### config.mk
export PLATFORM = sky130hd
export DESIGN_NAME = uart_rx
export DESIGN_NICKNAME = d
export VERILOG_FILES = /design/src/rtl/uart_pkg.sv /design/src/rtl/uart_rx_sampler.sv /design/src/rtl/uart_rx.sv
export SDC_FILE = /design/constraint.sdc
export NUM_CORES = 1
export LEC_CHECK = 0
export CORE_MARGIN = 2
export CORE_UTILIZATION = 42
export CTS_CLUSTER_SIZE = 14
export DETAILED_ROUTE_END_ITERATION = 8
export PLACE_DENSITY = 0.61
export SLEW_MARGIN = 20
export SYNTH_ARGS = -nofsm -noshare
export SYNTH_HDL_FRONTEND = slang
export SYNTH_SLANG_ARGS = --single-unit
export TNS_END_PERCENT = 5
### constraint.sdc
create_clock -name RX_CLK -period 1.54 [get_ports RX_CLK]
set_input_delay 0.462 -clock RX_CLK [delete_from_list [all_inputs] [get_ports RX_CLK]]
set_output_delay 0.462 -clock RX_CLK [all_outputs]
set_load 0.02 [all_outputs]
### src/rtl/uart_pkg.sv
// Shared UART definitions: Gray-coded FSM states (common with the transmitter),
// parity type constants and the mid-bit sample points derived from the prescale.
package uart_pkg;

  localparam logic [2:0] ST_IDLE   = 3'b000;
  localparam logic [2:0] ST_START  = 3'b001;
  localparam logic [2:0] ST_DATA   = 3'b011;
  localparam logic [2:0] ST_PARITY = 3'b010;
  localparam logic [2:0] ST_STOP   = 3'b110;

  typedef enum logic [2:0] {
    IDLE   = ST_IDLE,
    START  = ST_START,
    DATA   = ST_DATA,
    PARITY = ST_PARITY,
    STOP   = ST_STOP
  } uart_state_e;

  localparam logic PAR_EVEN = 1'b0;
  localparam logic PAR_ODD  = 1'b1;

  // Three samples straddle the bit centre; the vote resolves on the last one.
  function automatic int unsigned smp_first(input int unsigned prescale);
    return prescale / 2 - 1;
  endfunction

  function automatic int unsigned smp_mid(input int unsigned prescale);
    return prescale / 2;
  endfunction

  function automatic int unsigned smp_last(input int unsigned prescale);
    return prescale / 2 + 1;
  endfunction

endpackage

### src/rtl/uart_rx_sampler.sv
// Per-bit oversampling: edge counter, 3-sample majority vote and the strobes
// telling the FSM when the vote is ready and when the bit period ends.
module uart_rx_sampler
  import uart_pkg::*;
#(
  parameter int unsigned PRESCALE = 8
) (
  input  logic clk,
  input  logic rst,
  input  logic en,
  input  logic rxs,
  output logic bit_maj,
  output logic smp_done,
  output logic last_edge
);

  localparam int unsigned CW = $clog2(PRESCALE);
  localparam logic [CW-1:0] S_FIRST = CW'(smp_first(PRESCALE));
  localparam logic [CW-1:0] S_MID   = CW'(smp_mid(PRESCALE));
  localparam logic [CW-1:0] S_LAST  = CW'(smp_last(PRESCALE));
  localparam logic [CW-1:0] E_LAST  = CW'(PRESCALE - 1);

  logic [CW-1:0] edge_cnt;
  logic          s0, s1;

  always_ff @(posedge clk) begin
    if (rst) begin
      edge_cnt <= '0;
      s0       <= 1'b1;
      s1       <= 1'b1;
    end else begin
      if (!en || edge_cnt == E_LAST) edge_cnt <= '0;
      else                           edge_cnt <= edge_cnt + 1'b1;
      if (en && edge_cnt == S_FIRST) s0 <= rxs;
      if (en && edge_cnt == S_MID)   s1 <= rxs;
    end
  end

  // Third sample is the live synchronized bit; the FSM registers the vote this edge.
  assign bit_maj   = (s0 & s1) | (s0 & rxs) | (s1 & rxs);
  assign smp_done  = en && (edge_cnt == S_LAST);
  assign last_edge = en && (edge_cnt == E_LAST);

endmodule

### src/rtl/uart_rx.sv
// UART receiver: synchronizes RX_IN, walks START/DATA/PARITY/STOP on the
// oversampled majority bit and emits a word strobe or error pulses per frame.
module uart_rx
  import uart_pkg::*;
#(
  parameter int unsigned PRESCALE   = 8,
  parameter int unsigned DATA_WIDTH = 8
) (
  input  logic                  RX_CLK,
  input  logic                  RX_RST_SYN,
  input  logic                  RX_IN,
  input  logic                  RX_ParEn,
  input  logic                  RX_ParTyp,
  output logic [DATA_WIDTH-1:0] RX_P_DATA,
  output logic                  RX_DataValid,
  output logic                  RX_ParErr,
  output logic                  RX_StpErr
);

  localparam int unsigned BW = (DATA_WIDTH > 1) ? $clog2(DATA_WIDTH) : 1;
  localparam logic [BW-1:0] BIT_LAST = BW'(DATA_WIDTH - 1);

  uart_state_e           state;
  logic                  sync1, rxs;
  logic [BW-1:0]         bit_cnt;
  logic [DATA_WIDTH-1:0] shreg;
  logic                  par_en_q, par_typ_q;
  logic                  par_fail, stp_fail;
  logic                  bit_maj, smp_done, last_edge;
  logic                  stp_now, par_exp;

  always_ff @(posedge RX_CLK) begin
    if (RX_RST_SYN) begin
      sync1 <= 1'b1;
      rxs   <= 1'b1;
    end else begin
      sync1 <= RX_IN;
      rxs   <= sync1;
    end
  end

  uart_rx_sampler #(.PRESCALE(PRESCALE)) u_sampler (
    .clk      (RX_CLK),
    .rst      (RX_RST_SYN),
    .en       (state != IDLE),
    .rxs      (rxs),
    .bit_maj  (bit_maj),
    .smp_done (smp_done),
    .last_edge(last_edge)
  );

  // With small prescales the stop vote lands on the exit edge, so fold it in here.
  assign stp_now = stp_fail | (smp_done & ~bit_maj);
  assign par_exp = (^shreg) ^ (par_typ_q == PAR_ODD);

  always_ff @(posedge RX_CLK) begin
    if (RX_RST_SYN) begin
      state        <= IDLE;
      bit_cnt      <= '0;
      shreg        <= '0;
      par_en_q     <= 1'b0;
      par_typ_q    <= PAR_EVEN;
      par_fail     <= 1'b0;
      stp_fail     <= 1'b0;
      RX_P_DATA    <= '0;
      RX_DataValid <= 1'b0;
      RX_ParErr    <= 1'b0;
      RX_StpErr    <= 1'b0;
    end else begin
      RX_DataValid <= 1'b0;
      RX_ParErr    <= 1'b0;
      RX_StpErr    <= 1'b0;
      case (state)
        IDLE: begin
          if (!rxs) begin
            state     <= START;
            par_en_q  <= RX_ParEn;
            par_typ_q <= RX_ParTyp;
            par_fail  <= 1'b0;
            stp_fail  <= 1'b0;
          end
        end
        START: begin
          if (smp_done && bit_maj) begin
            state <= IDLE;
          end else if (last_edge) begin
            state   <= DATA;
            bit_cnt <= '0;
          end
        end
        DATA: begin
          if (smp_done) shreg <= {bit_maj, shreg[DATA_WIDTH-1:1]};
          if (last_edge) begin
            if (bit_cnt == BIT_LAST) begin
              state   <= par_en_q ? PARITY : STOP;
              bit_cnt <= '0;
            end else begin
              bit_cnt <= bit_cnt + 1'b1;
            end
          end
        end
        PARITY: begin
          if (smp_done && (bit_maj != par_exp)) par_fail <= 1'b1;
          if (last_edge) state <= STOP;
        end
        STOP: begin
          if (smp_done && !bit_maj) stp_fail <= 1'b1;
          if (last_edge) begin
            if (!par_fail && !stp_now) begin
              RX_DataValid <= 1'b1;
              RX_P_DATA    <= shreg;
            end else begin
              RX_ParErr <= par_fail;
              RX_StpErr <= stp_now;
            end
            // rxs here already reflects the bit after the stop bit, so a start bit
            // that follows with no gap is picked up on this edge and frames stay aligned.
            if (!rxs) begin
              state     <= START;
              par_en_q  <= RX_ParEn;
              par_typ_q <= RX_ParTyp;
              par_fail  <= 1'b0;
              stp_fail  <= 1'b0;
            end else begin
              state <= IDLE;
            end
          end
        end
        default: state <= IDLE;
      endcase
    end
  end

endmodule

### After elaboration in Yosys (flattened, before gate mapping)

Index checks and enable logic that the tools add are counted.

| storage, ports and cells | value |
|---|---|
| register bits | 36 |
| latch bits | 0 |
| RAM bits | 0 |
| bits in read-only memories | 0 |
| output and inout port bits | 11 |
| word-level logic and storage cells | 108 |
| memories | 0 |

| cells by class | value |
|---|---|
| add/sub/neg operators | 2 |
| multiply operators | 0 |
| divide/modulo/power cells | 0 |
| $lt $le $gt $ge | 0 |
| eq/ne operators | 19 |
| shifts and indexed selects | 0 |
| mux-type cells | 31 |
| bitwise operators | 11 |
| reductions and logical operators | 29 |

Operator list:

| kind | number |
|---|---|
| 2-to-1 mux 3 bit | 12 |
| inequality test 2 bit (second input constant) | 8 |
| equality test 3 bit (second input constant) | 5 |
| case mux 3 bit (5 select lines) | 1 |
| 2-to-1 mux 1 bit | 13 |
| equality test 3 x 2 -> 1 bit (second input constant) | 3 |
| logical AND 1 bit | 8 |
| XOR reduction 8 bit | 1 |
| adder 3 x 1 -> 3 bit (second input constant) | 2 |
| case mux 1 bit (2 select lines) | 3 |
| case mux 3 bit (2 select lines) | 1 |
| AND reduction 2 bit | 3 |
| AND reduction 3 bit | 2 |
| AND reduction 6 bit | 1 |
| nonzero test 3 bit | 2 |
| bitwise AND 1 bit | 4 |
| zero test 1 bit | 4 |
| AND reduction 4 bit | 1 |
| nonzero test 2 bit | 2 |
| OR reduction 4 bit | 1 |
| equality test 3 x 1 -> 1 bit (second input constant) | 1 |
| zero test 3 bit | 1 |
| inequality test 3 bit (second input constant) | 1 |
| inverter 1 bit | 3 |
| other kinds (7) | 9 |

### Longest topological paths before layout

Gate-level depths: netlist of run 1.

| depth | value |
|---|---|
| word-level depth | 9 |
| depth in mapped cells | 7 |
| mapped depth without buffers | 6 |

### Modules after synthesis

Synthesis of run 1 repeated with hierarchy kept, for this count alone.

| second synthesis, totals | value |
|---|---|
| cells, all modules | 181 |
| area total of the unflattened synthesis | 1671.6 um^2 |

By module, submodules not included:

| module | times used | cells each | area each (um^2) | sequential area each (um^2) |
|---|---|---|---|---|
| uart_rx | 1 | 154 | 1408.9 | 620.6 |
| uart_rx_sampler | 1 | 27 | 262.8 | 100.1 |

### Least setup slack after synthesis of run 1

Ideal clock, no wire load.

| timing | value |
|---|---|
| kind | flip-flop to flip-flop |
| start | register u_sampler.edge_cnt[0] |
| end | register RX_P_DATA[0] |
| setup time | 0.128 ns |
| data arrival time | 1.451 ns |
| data required time | 1.412 ns |
| path slack | -0.038 ns |
| stages on the path, launching flop included | 8 |
| path buffers | 1 |
| cell sequence | dfxtp_1 > ha_1 > ha_1 > and4b_1 > o2111ai_1 > buf_4 > mux2i_1 > nor2_1 |

| on the way | value |
|---|---|
| cells in the longest elaborated chain, start to end | 7 |

RTL lines:

| element | line | text |
|---|---|---|
| start, declared | uart_rx_sampler.sv:23 | `logic [CW-1:0] edge_cnt;` |
| start signal, assigned | uart_rx_sampler.sv:33 | `else edge_cnt <= edge_cnt + 1'b1;` |
| equality test 3 bit | uart_rx_sampler.sv:41 | `assign smp_done = en && (edge_cnt == S_LAST);` |
| logical AND 1 bit | uart_rx_sampler.sv:41 |  |
| bitwise AND 1 bit | uart_rx.sv:53 | `assign stp_now = stp_fail \| (smp_done & ~bit_maj);` |
| OR 1 bit | uart_rx.sv:53 |  |
| zero test 1 bit | uart_rx.sv:109 | `if (!par_fail && !stp_now) begin` |
| logical AND 1 bit | uart_rx.sv:109 |  |
| AND reduction 3 bit (no line) * | n/a |  |
| end signal, assigned | uart_rx.sv:111 | `RX_P_DATA <= shreg;` |
| end, declared | uart_rx.sv:14 | `output logic [DATA_WIDTH-1:0] RX_P_DATA,` |

Mark *: on every way between the ends. The rest lies on a longest branch, timed or not.
A chain may end at the register's enable or synchronous reset.

### Worst setup path after layout of run 1

| timing | value |
|---|---|
| start | register u_sampler.edge_cnt[1] |
| end | register shreg[7] |

| on the way | value |
|---|---|
| cells in the longest elaborated chain, start to end | 3 |

RTL lines:

| element | line | text |
|---|---|---|
| equality test 3 bit | uart_rx_sampler.sv:41 |  |
| logical AND 1 bit | uart_rx_sampler.sv:41 |  |
| AND reduction 2 bit (no line) | n/a |  |
| end signal, assigned | uart_rx.sv:92 | `if (smp_done) shreg <= {bit_maj, shreg[DATA_WIDTH-1:1]};` |
| end, declared | uart_rx.sv:26 | `logic [DATA_WIDTH-1:0] shreg;` |

Every way passes these cells.

==> impl_summary.txt, run 1 <==
----------------------------------------------------
[Status]
  Result of the run ... finished clean

[STA]
  Max Clock Freq ... 650 MHz
  Relative max-transition margin ... between 70% and 80%
  Clk_skew ... ~0.0063 ns
  Pins over their slew limit ... 0
  Final number of setup-violating endpoints ... 0
  Part of the cycle the worst path needs ... between 90% and 100%
  Slew at the pin closest to its max-slew limit ... approximately 0.37 ns
  Setup repair after global routing missed its margin ... true
  WHS ... 0.414 ns
  Crit path time final ... 1.54 ns
  Final hold vios ... 0
  Setup TNS ... 0 ns

[Final layout]
  Final core utilization ... between 50% and 60%
  Post-route cell area ... ~2200 um^2
  Number of inserted filler cells in the final layout ... 348
  Post-layout net count ... about 220
  Number of diodes added for antenna fixing ... 0
  Share of cells above drive strength 1 ... 26.9%
  Storage element area ... between 700 and 800 um^2
  Area of combinational cells with multiple inputs ... ~950 um^2
  P&R area growth vs syn ... 33.9%

[Logic synthesis]
  Area share of the largest cell type after synthesis ... between 40 and 50%
  Post-synthesis sequential area ratio ... between 40% and 50%
  Yosys synthesis warning count ... 0
  Number of unique standard cell types used by synthesis ... 45
  Most repeated cell in the gate-level netlist after synthesis ... sky130_fd_sc_hd__dfxtp_1
  Post-Syn Nets ... 178
  Main synth FF type ... sky130_fd_sc_hd__dfxtp_1
  Dominant cells by area after synthesis ... sky130_fd_sc_hd__dfxtp_1 43%, sky130_fd_sc_hd__mux2i_1 12%, sky130_fd_sc_hd__nor2_1 5.4%
  Number of enable-type register cells in the synthesized netlist ... 0
  Area of the mapped netlist ... between 1500 and 2000 um^2
  Asr flop ratio synth ... 0%
  Synthesized flop and latch total ... 36
  Dominant cell type by area after synthesis ... sky130_fd_sc_hd__dfxtp_1
  Mapped Cells ... between 150 and 200
  Synthesized area per cell ... approximately 10 um^2
  Top cell types by occurrence after synthesis ... 36 x sky130_fd_sc_hd__dfxtp_1, 24 x sky130_fd_sc_hd__nor2_1, 20 x sky130_fd_sc_hd__mux2i_1

[Clocking]
  CTS tree ... done
  Source-to-sink clock delay at the later pin of the worst-skew pair ... 0.29 ns
  H-tree level count ... 2
  Hold bufs inserted after CTS ... 0
  Clock-pin slew on the worst setup and hold paths ... ~0.07 ns
  Total clock sinks ... 36
  CTS Root Cell ... sky130_fd_sc_hd__clkbuf_8
  Inserted Clock Buffers ... 5
  Maximum number of buffers from clock root to sink ... 2

[Pwr]
  NetSw ... around 0.37 mW
  Switching Fraction ... 21.5%
  Power share of the sequential group ... a little under three fifths
  P_int ... 1.34 mW
  Power density over the cells ... approximately 770 nW/um^2
  Peak supply drop ... about 0.00050 V
  Clock group share of total power ... 40.2%
  Combinational cell fraction of total power ... approximately 4.5%
  Leakage power figure ... approximately 0.94 nW

[Setup path]
  Reg-to-reg setup timing slack ... approximately 0.0015 ns
  Required @ worst endpoint ... around 1.7 ns
  Sort of element at the end of the critical path ... flip-flop
  Cells traversed along the worst timing path ... inv_2, ha_4, o311ai_4, buf_4, nor3_4, buf_12, mux2i_1, nor2_1
  Type of origin of the critical path ... flip-flop
  CP top delay family ... buffers and inverters
  Combined buffer and inverter count along the critical path ... 3
  Number of gates on the worst path with buffers counted ... 8
  Crit Path Class ... reg -> reg
  Worst reg2reg path depth ... 8
  Crit path max-delay cell type ... sky130_fd_sc_hd__dfxtp_2
  Data arrival time of the critical path ... between 1.5 and 2 ns
  Slowest Stage Delay on Critical Path ... approximately 0.34 ns
  Highest net fanout along the worst path ... 8

[Die]
  Floorplan die area ... ~4500 um^2
  I/O pin count ... 16
  Initial standard-cell utilization of the core ... about 44%
  Core Region ... roughly 3700 um^2
  Die height ... 66.9 um
  Standard-cell row count ... 22
  Die Wd ... 66.9 um

[Placed design]
  Detail Placement HPWL ... ~2300 um
  IO buf count ... 15
  Placed instance area ... roughly 2000 um^2
  GPL Wtd Cong ... 0.806

[Global route]
  Tot GR Track Use ... 17.3%
  Maximum number of pins on one net before global-route repair ... 37
  Number of global-route vias before repair ... ~1300
  Met2 demand-to-capacity share in global routing ... 27.5%
  Met3 layer usage reported by global route ... slightly above 5%
  Overflow after GRT ... 0
  GRT Max-Usage Layer ... met2
  Met1 usage in global routing ... ~22%
  Antenna violations before repair ... 0
  Wire length of the first global-routing pass ... 5690 um

[Worst hold path]
  Class of the most critical hold timing path ... reg -> reg
  Hold Path Depth ... 1

[Flow run]
  Number of max-cap violations ... 0

[Drt]
  Count of routing violations after the opening detailed-route iteration ... 70
  Post-route ant nets ... 0
  Detailed Routing Iterations Pass 1 ... 4
  Number of vias after detailed routing ... 1313
  Total Routed Length ... between 3000 and 4000 um
  Wirelength per Cell ... between 10 and 15 um
  DRC ... 0
  Post-DR vias/cell ... around 5

----------------------------------------------------
==> sequential cells by signal (all words and copies together) (netlist names) <==
register            cells
RX_ParErr               1
shreg                   8
par_typ_q               1
state                   3
u_sampler.s1            1
RX_P_DATA               8
sync1                   1
RX_StpErr               1
RX_DataValid            1
u_sampler.s0            1
par_fail                1
rxs                     1
stp_fail                1
u_sampler.edge_cnt      3
bit_cnt                 3
par_en_q                1
==> layout make-up <==
cell class	count	share of cell area, %
inverters	6	1.01
repair buffers	43	16.6
clock buffers	7	3.88
multi-input cells	115	42.6
flip-flops and latches	36	32.8
well taps	48	2.70
clock inverters	1	0.337
==> cell families after synthesis <==
kind of cell             share of synthesized area (%)
multiplexers                                      12.0
flip-flops                                        43.4
adder cells (fa/ha/maj)                           5.95
AO/OA/AOI/OAI                                     11.1
XOR/XNOR                                          5.05
AND/OR/NAND/NOR                                   18.5
buffers and inverters                             3.99
==> worst reg2reg max path, cell delays in order (launching register included) <==
cell and delay, ns:
sky130_fd_sc_hd__dfxtp_2 0.34, sky130_fd_sc_hd__inv_2 0.08, sky130_fd_sc_hd__ha_4 0.14, sky130_fd_sc_hd__o311ai_4 0.09, sky130_fd_sc_hd__buf_4 0.16, sky130_fd_sc_hd__nor3_4 0.20
sky130_fd_sc_hd__buf_12 0.16, sky130_fd_sc_hd__mux2i_1 0.19, sky130_fd_sc_hd__nor2_1 0.05
==> placed cells by master, fill, tap and decap left out, types with 5 or more instances in the layout <==
cell / synthesis / routed
sky130_fd_sc_hd__buf_4: 2 / 24
sky130_fd_sc_hd__clkbuf_8: 0 / 6
sky130_fd_sc_hd__dfxtp_1: 36 / 30
sky130_fd_sc_hd__dfxtp_2: 0 / 5
sky130_fd_sc_hd__dlygate4sd2_1: 0 / 11
sky130_fd_sc_hd__inv_1: 6 / 5
sky130_fd_sc_hd__mux2i_1: 20 / 20
sky130_fd_sc_hd__nor2_1: 24 / 24
sky130_fd_sc_hd__xnor2_1: 6 / 6
==> metrics by stage <==
stage / cells / worst slack, ns / power (mW)
floorplan: 166 / 0.000415 / 1.00
finish: 256 / 0.00154 / 1.71
CTS: 253 / -0.116 / 1.73
detailed placement: 245 / -0.296 / 1.04
global route: 256 / -0.114 / 1.78
global placement: 245 / -0.275 / 1.03
==> repair_timing <==
action                     in CTS  in global routing
setup buffers                   0                  3
setup endpoints to repair      35                 27
resized for setup              16                 16
pin swaps                       4                  4
==> path summary, 6_finish.rpt <==
kind / to / from
max: shreg[7]$_SDFFE_PP0P_ / u_sampler.edge_cnt[1]$_SDFF_PP0_
min: rxs$_SDFF_PP1_ / sync1$_SDFF_PP1_
max reg2reg: shreg[7]$_SDFFE_PP0P_ / u_sampler.edge_cnt[1]$_SDFF_PP0_
min reg2reg: rxs$_SDFF_PP1_ / sync1$_SDFF_PP1_
==> power by group through the flow <==
stage	logic [mW]	registers, mW	clock network (mW)
2_1_floorplan	0.0414	0.963	0
3_3_place_gp	0.0704	0.964	0
3_5_place_dp	0.0727	0.964	0
4_1_cts	0.0730	0.942	0.714
5_1_grt	0.0856	0.944	0.752
6_report	0.0771	0.944	0.686
==> routing by layer <==
metal	up-vias	wire [um]
met5	-	0
met4	0	63
met3	6	105
met2	22	1520
met1	616	1590
li1	669	-
Note: power is estimated with default switching activity, not from simulation.
==> run 2: changes to the inputs <==
--- a/config.mk
+++ b/config.mk
@@ -9,7 +9,6 @@
 export CORE_UTILIZATION = 42
 export CTS_CLUSTER_SIZE = 14
 export DETAILED_ROUTE_END_ITERATION = 8
-export PLACE_DENSITY = 0.61
 export SLEW_MARGIN = 20
 export SYNTH_ARGS = -nofsm -noshare
 export SYNTH_HDL_FRONTEND = slang
==> impl_summary.txt, run 2 (synthesis gave the netlist of run 1 again) <==
----------------------------------------------------
[Global route]
  Number of global-route vias before repair ... 1262 (was 1276)
  Overflow after GRT ... 0 (unchanged)
  Antenna violations before repair ... 0 (unchanged)
  Wire length of the first global-routing pass ... 5640 um (was 5690 um)
  Tot GR Track Use ... 17.4% (was 17.3%)
  Maximum number of pins on one net before global-route repair ... 37 (unchanged)

[Setup path]
  Start point of the critical path ... u_sampler.edge_cnt[0]$_SDFF_PP0_ (was u_sampler.edge_cnt[1]$_SDFF_PP0_)
  Slowest Stage Delay on Critical Path ... 0.38 ns (was 0.34 ns)
  Required @ worst endpoint ... 1.72 ns (was 1.71 ns)
  Sort of element at the end of the critical path ... flip-flop (unchanged)
  Crit Path Class ... reg -> reg (unchanged)
  Type of origin of the critical path ... flip-flop (unchanged)
  CP dominant cell by count ... sky130_fd_sc_hd__ha_4
  Worst R2R Start ... u_sampler.edge_cnt[0]$_SDFF_PP0_ (was u_sampler.edge_cnt[1]$_SDFF_PP0_)
  Crit path max-delay cell type ... sky130_fd_sc_hd__dfxtp_4 (was sky130_fd_sc_hd__dfxtp_2)
  Highest net fanout along the worst path ... 5 (was 8)
  Cells traversed along the worst timing path ... ha_4, ha_4, and4b_1, o2111ai_2, buf_6, mux2i_1, nor2_1 (was inv_2, ha_4, o311ai_4, buf_4, nor3_4, buf_12, mux2i_1, nor2_1)
  Data arrival time of the critical path ... 1.73 ns (was 1.71 ns)

[Drt]
  Post-DR vias/cell ... 5.35 (was 5.13)
  Number of vias after detailed routing ... 1332 (was 1313)
  Count of routing violations after the opening detailed-route iteration ... 72 (was 70)
  Wirelength per Cell ... 13.7 um (was 12.8 um)
  Total Routed Length ... 3420 um (was 3280 um)
  Post-route ant nets ... 0 (unchanged)
  Detailed Routing Iterations Pass 1 ... 4 (unchanged)
  DRC ... 0 (unchanged)

[STA]
  WHS ... 0.421 ns (was 0.414 ns)
  Pins over their slew limit ... 0 (unchanged)
  Final number of setup-violating endpoints ... 3 (was 0)
  Slew at the pin closest to its max-slew limit ... 0.385 ns (was 0.373 ns)
  Setup TNS ... -0.0186 ns (was 0 ns)
  Final hold vios ... 0 (unchanged)
  Clk_skew ... 0.00534 ns (was 0.00629 ns)
  Crit path time final ... 1.55 ns (was 1.54 ns)
  Relative max-transition margin ... 74.3% (was 74.9%)
  Setup WS post-layout ... -0.0103 ns (was 0.00154 ns)
  Part of the cycle the worst path needs ... 101% (was 99.9%)
  Max Clock Freq ... 645 MHz (was 650 MHz)
  Setup repair after global routing missed its margin ... true (unchanged)

[Placed design]
  Detail Placement HPWL ... 2470 um (was 2340 um)
  IO buf count ... 15 (unchanged)
  Instance count after placement with tap cells included ... 241 (was 245)
  GPL Wtd Cong ... 0.847 (was 0.806)
  Worst slack, placed ... -0.319 ns (was -0.296 ns)
  Placed instance area ... 2000 um^2 (was 2030 um^2)

[Final layout]
  Commonest non-fill, non-tap cells in the layout ... 29 x sky130_fd_sc_hd__dfxtp_1, 24 x sky130_fd_sc_hd__nor2_1, 20 x sky130_fd_sc_hd__mux2i_1, 18 x sky130_fd_sc_hd__buf_4, 11 x sky130_fd_sc_hd__dlygate4sd2_1 (was 30 x sky130_fd_sc_hd__dfxtp_1, 24 x sky130_fd_sc_hd__nor2_1, 24 x sky130_fd_sc_hd__buf_4, 20 x sky130_fd_sc_hd__mux2i_1, 11 x sky130_fd_sc_hd__dlygate4sd2_1)
  Regs by FF count ... RX_P_DATA x8, shreg x8 (unchanged)
  P&R area growth vs syn ... 32.1% (was 33.9%)
  Post-route cell area ... 2190 um^2 (was 2220 um^2)
  Non-filler instance count after layout ... 249 (was 256)
  Share of cells above drive strength 1 ... 25.9% (was 26.9%)
  Post-layout net count ... 212 (was 219)
  Area of combinational cells with multiple inputs ... 955 um^2 (was 947 um^2)
  Final core utilization ... 58.6% (was 59.4%)
  Number of inserted filler cells in the final layout ... 336 (was 348)
  Number of diodes added for antenna fixing ... 0 (unchanged)
  Most common library cell in the layout ignoring fill and taps ... sky130_fd_sc_hd__dfxtp_1 (unchanged)
  Storage element area ... 732 um^2 (was 731 um^2)

[Die]
  Standard-cell row count ... 22 (unchanged)
  Die Wd ... 66.9 um (unchanged)
  Floorplan die area ... 4480 um^2 (unchanged)
  Core Region ... 3740 um^2 (unchanged)
  Initial standard-cell utilization of the core ... 44.4% (unchanged)
  Die height ... 66.9 um (unchanged)
  I/O pin count ... 16 (unchanged)

[Pwr]
  Peak supply drop ... 0.000467 V (was 0.000495 V)
  Leakage power figure ... 0.916 nW (was 0.943 nW)
  Final Total Pwr ... 1.84 mW (was 1.71 mW)
  Power density over the cells ... 840 nW/um^2 (was 767 nW/um^2)

[Clocking]
  Clock-pin slew on the worst setup and hold paths ... 0.07 ns (about the same)
  CTS tree ... done (unchanged)
  Source-to-sink clock delay at the later pin of the worst-skew pair ... 0.29 ns (about the same)
  Total clock sinks ... 36 (unchanged)
  Hold bufs inserted after CTS ... 0 (unchanged)
  H-tree level count ... 2 (unchanged)
  CTS Root Cell ... sky130_fd_sc_hd__clkbuf_8 (unchanged)
  Maximum number of buffers from clock root to sink ... 2 (unchanged)
  Inserted Clock Buffers ... 5 (unchanged)

[Worst hold path]
  Class of the most critical hold timing path ... reg -> reg (unchanged)
  Startpoint of the lowest-slack hold path ... sync1$_SDFF_PP1_ (unchanged)

[Flow run]
  Number of max-cap violations ... 0 (unchanged)

[Status]
  Violated checks ... negative setup slack
  Result of the run ... complete, but fails checks (was finished clean)

----------------------------------------------------
[run 2: worst paths after layout]
path | cells past startpoint | slack, ns | endpoint
setup / recovery | 7 | -0.01 | RX_P_DATA[1]$_SDFFE_PP0P_
setup reg to reg | 7 | -0.01 | RX_P_DATA[1]$_SDFFE_PP0P_
hold reg to reg | 1 | 0.42 | rxs$_SDFF_PP1_
hold / removal | 1 | 0.42 | rxs$_SDFF_PP1_
[run 2: power by group]
group          switching (mW)  internal, mW
sequential            0.00728         0.936
clock                   0.345         0.479
combinational          0.0372        0.0393
total                   0.389          1.45
[run 2: cell type report]
cell class | instances | share of cell area (%)
Sequential cell | 36 | 33.4
Tap cell | 48 | 2.74
Timing Repair Buffer | 36 | 14.3
Multi-Input combinational cell | 115 | 43.5
Clock inverter | 3 | 1.94
Clock buffer | 5 | 3.14
Inverter | 6 | 1.03
[run 2: critical path: cells and delay by family, from the launching register on]
kind                       cells  cell delay (ns)
adders and majority gates      2             0.29
buffers and inverters          1             0.18
AOI/OAI and AO/OA              1             0.17
DFF                            1             0.38
and+or+nand+nor                2             0.25
muxes                          1             0.16
[run 2: metal layers]
layer | wire, um | track usage, % | up-vias
met1 | 1550 | 21.0 | 633
met3 | 156 | 4.22 | 8
met4 | 82 | 10.7 | 0
met2 | 1630 | 27.6 | 32
met5 | 0 | 0 | -
li1 | - | - | 659
[run 2: timing repair]
item	CTS	global route
gates resized for setup	15	19
setup endpoints to repair	28	28
setup buffers	0	0
pin swaps	4	5
gates cloned	0	0
==> run 3: changes to the inputs <==
--- a/config.mk
+++ b/config.mk
@@ -6,9 +6,10 @@
 export NUM_CORES = 1
 export LEC_CHECK = 0
 export CORE_MARGIN = 2
-export CORE_UTILIZATION = 42
+export CORE_UTILIZATION = 50
 export CTS_CLUSTER_SIZE = 14
 export DETAILED_ROUTE_END_ITERATION = 8
+export PLACE_DENSITY = 0.74
 export SLEW_MARGIN = 20
 export SYNTH_ARGS = -nofsm -noshare
 export SYNTH_HDL_FRONTEND = slang
==> impl_summary.txt, run 3 (synthesis gave the netlist of run 1 again) <==
----------------------------------------------------
[Final layout]
  Regs by FF count ... RX_P_DATA x8, shreg x8 (unchanged)
  Most common library cell in the layout ignoring fill and taps ... sky130_fd_sc_hd__dfxtp_1 (unchanged)
  Post-route cell area ... 2170 um^2 (was 2190 um^2)
  Post-layout net count ... 215 (was 212)
  Commonest non-fill, non-tap cells in the layout ... 32 x sky130_fd_sc_hd__dfxtp_1, 24 x sky130_fd_sc_hd__nor2_1, 22 x sky130_fd_sc_hd__buf_4, 18 x sky130_fd_sc_hd__mux2i_1, 11 x sky130_fd_sc_hd__dlygate4sd2_1 (was 29 x sky130_fd_sc_hd__dfxtp_1, 24 x sky130_fd_sc_hd__nor2_1, 20 x sky130_fd_sc_hd__mux2i_1, 18 x sky130_fd_sc_hd__buf_4, 11 x sky130_fd_sc_hd__dlygate4sd2_1)
  Number of diodes added for antenna fixing ... 0 (unchanged)
  Number of inserted filler cells in the final layout ... 252 (was 336)
  P&R area growth vs syn ... 30.8% (was 32.1%)
  Share of cells above drive strength 1 ... 25.0% (was 25.9%)

[Die]
  Standard-cell row count ... 20 (was 22)
  Die Wd ... 61.6 um (was 66.9 um)
  Initial standard-cell utilization of the core ... 53.5% (was 44.4%)
  Floorplan die area ... 3800 um^2 (was 4480 um^2)
  I/O pin count ... 16 (unchanged)
  Core Region ... 3100 um^2 (was 3740 um^2)
  Die height ... 61.6 um (was 66.9 um)

[Drt]
  Detailed Routing Iterations Pass 1 ... 4 (unchanged)
  Post-DR vias/cell ... 5.33 (was 5.35)
  Count of routing violations after the opening detailed-route iteration ... 24 (was 72)
  Number of vias after detailed routing ... 1322 (was 1332)
  Total Routed Length ... 3310 um (was 3420 um)
  DRC ... 0 (unchanged)
  Post-route ant nets ... 0 (unchanged)
  Wirelength per Cell ... 13.4 um (was 13.7 um)

[Clocking]
  CTS Root Cell ... sky130_fd_sc_hd__clkbuf_4 (was sky130_fd_sc_hd__clkbuf_8)
  Hold bufs inserted after CTS ... 0 (unchanged)
  Maximum number of buffers from clock root to sink ... 2 (unchanged)
  Inserted Clock Buffers ... 5 (unchanged)
  CTS tree ... done (unchanged)
  Clock-pin slew on the worst setup and hold paths ... 0.10 ns (was 0.07 ns)
  Source-to-sink clock delay at the later pin of the worst-skew pair ... 0.34 ns (was 0.29 ns)
  H-tree level count ... 2 (unchanged)
  Total clock sinks ... 36 (unchanged)

[Setup path]
  Data arrival time of the critical path ... 1.84 ns (was 1.73 ns)
  Combined buffer and inverter count along the critical path ... 1 (unchanged)
  Crit Path Class ... reg -> reg (unchanged)
  Sort of element at the end of the critical path ... flip-flop (unchanged)
  Cells traversed along the worst timing path ... ha_4, ha_4, and4b_1, o2111ai_2, buf_12, mux2i_1, nor2_1 (was ha_4, ha_4, and4b_1, o2111ai_2, buf_6, mux2i_1, nor2_1)
  Type of origin of the critical path ... flip-flop (unchanged)
  Required @ worst endpoint ... 1.76 ns (was 1.72 ns)
  Slowest Stage Delay on Critical Path ... 0.39 ns (was 0.38 ns)
  Highest net fanout along the worst path ... 9 (was 5)
  CP top delay family ... flip-flops (unchanged)
  CP dominant cell by count ... sky130_fd_sc_hd__ha_4 (unchanged)
  Crit path max-delay cell type ... sky130_fd_sc_hd__dfxtp_4 (unchanged)

[STA]
  Setup repair after global routing missed its margin ... true (unchanged)
  Final hold vios ... 0 (unchanged)
  Part of the cycle the worst path needs ... 105% (was 101%)
  Clk_skew ... 0.00587 ns (was 0.00534 ns)
  Relative max-transition margin ... 75.8% (was 74.3%)
  Slew at the pin closest to its max-slew limit ... 0.361 ns (was 0.385 ns)
  Max Clock Freq ... 619 MHz (was 645 MHz)
  Final number of setup-violating endpoints ... 15 (was 3)
  WHS ... 0.417 ns (was 0.421 ns)
  Pins over their slew limit ... 0 (unchanged)
  Setup WS post-layout ... -0.0761 ns (was -0.0103 ns)
  Crit path time final ... 1.62 ns (was 1.55 ns)

[Placed design]
  Detail Placement HPWL ... 2350 um (was 2470 um)
  GPL Wtd Cong ... 0.930 (was 0.847)
  IO buf count ... 15 (unchanged)
  Worst slack, placed ... -0.338 ns (was -0.319 ns)
  Placed instance area ... 2030 um^2 (was 2000 um^2)

[Global route]
  Number of global-route vias before repair ... 1226 (was 1262)
  Antenna violations before repair ... 0 (unchanged)
  Tot GR Track Use ... 19.8% (was 17.4%)
  Wire length of the first global-routing pass ... 5420 um (was 5640 um)
  Overflow after GRT ... 0 (unchanged)
  Maximum number of pins on one net before global-route repair ... 37 (unchanged)

[Flow run]
  Number of max-cap violations ... 0 (unchanged)

[Status]
  Violated checks ... negative setup slack (unchanged)
  Result of the run ... complete, but fails checks (unchanged)

[Pwr]
  Peak supply drop ... 0.000728 V (was 0.000467 V)
  Power density over the cells ... 712 nW/um^2 (was 840 nW/um^2)
  Leakage power figure ... 0.921 nW (was 0.916 nW)

[Worst hold path]
  Class of the most critical hold timing path ... reg -> reg (unchanged)

----------------------------------------------------
==> run 3: cell types whose count changed in the layout (fill, tap and decap cells not counted), moves of 2 or more <==
cell                       change
sky130_fd_sc_hd__clkbuf_4      +5
sky130_fd_sc_hd__buf_4         +4
sky130_fd_sc_hd__clkbuf_8      -4
sky130_fd_sc_hd__dfxtp_1       +3
sky130_fd_sc_hd__dfxtp_2       -3
sky130_fd_sc_hd__buf_6         -2
sky130_fd_sc_hd__mux2i_1       -2
sky130_fd_sc_hd__mux2i_2       +2
==> run 3: through the flow <==
| step | power, mW | instances | TNS (ns) | utilization [%] |
|---|---|---|---|---|
| finish | 1.55 | 248 | -0.574 | 70.0 |
| detailed placement | 1.04 | 240 | -3.13 | 65.5 |
| CTS | 1.57 | 248 | -0.858 | 68.6 |
| floorplan | 1.00 | 166 | 0 | - |
| global placement | 1.03 | 240 | -1.60 | 65.5 |
| global route | 1.61 | 248 | -2.02 | 70.0 |
==> run 3: power breakdown <==
group	total (mW)	internal, mW	switching (mW)
clock network	0.527	0.223	0.304
logic	0.0770	0.0384	0.0387
registers	0.943	0.936	0.00705
total	1.55	1.20	0.350
==> run 3: metal layers <==
layer	track usage, %	routed length (um)	up-vias
met3	5.67	98	8
met1	24.9	1540	630
met2	31.3	1600	22
li1	-	-	662
met5	0	0	-
met4	9.12	78	0
==> run 3: path summary, 6_finish.rpt <==
check	start	slack [ns]	end	depth (start not counted)
hold reg to reg	sync1$_SDFF_PP1_	0.42	rxs$_SDFF_PP1_	1
setup / recovery	u_sampler.edge_cnt[0]$_SDFF_PP0_	-0.08	RX_P_DATA[6]$_SDFFE_PP0P_	7
hold / removal	sync1$_SDFF_PP1_	0.42	rxs$_SDFF_PP1_	1
setup reg to reg	u_sampler.edge_cnt[0]$_SDFF_PP0_	-0.08	RX_P_DATA[6]$_SDFFE_PP0P_	7
==> run 3: worst reg2reg max path: cells and delay by family, from the launching register on <==
family	cells	cell delay, ns
flip-flops	1	0.39
adder cells (fa/ha/maj)	2	0.31
AND/OR/NAND/NOR	2	0.31
buffers and inverters	1	0.19
AO/OA/AOI/OAI	1	0.15
multiplexers	1	0.15
==> run 3: layout make-up <==
type / instances / area (um^2) / area share, %
timing repair buffer: 39 / 342 / 15.7
multi-input combinational: 115 / 963 / 44.3
tap: 44 / 55.1 / 2.53
clock buffer: 7 / 55.1 / 2.53
inverter: 6 / 22.5 / 1.04
clock inverter: 1 / 7.51 / 0.345
sequential: 36 / 728 / 33.5
==> run 3: timing repair <==
action | in CTS | in global routing
setup buffers | 0 | 0
pin swaps | 4 | 6
hold endpoints to repair | 0 | 0
resized for setup | 21 | 10
setup endpoints to repair | 37 | 26
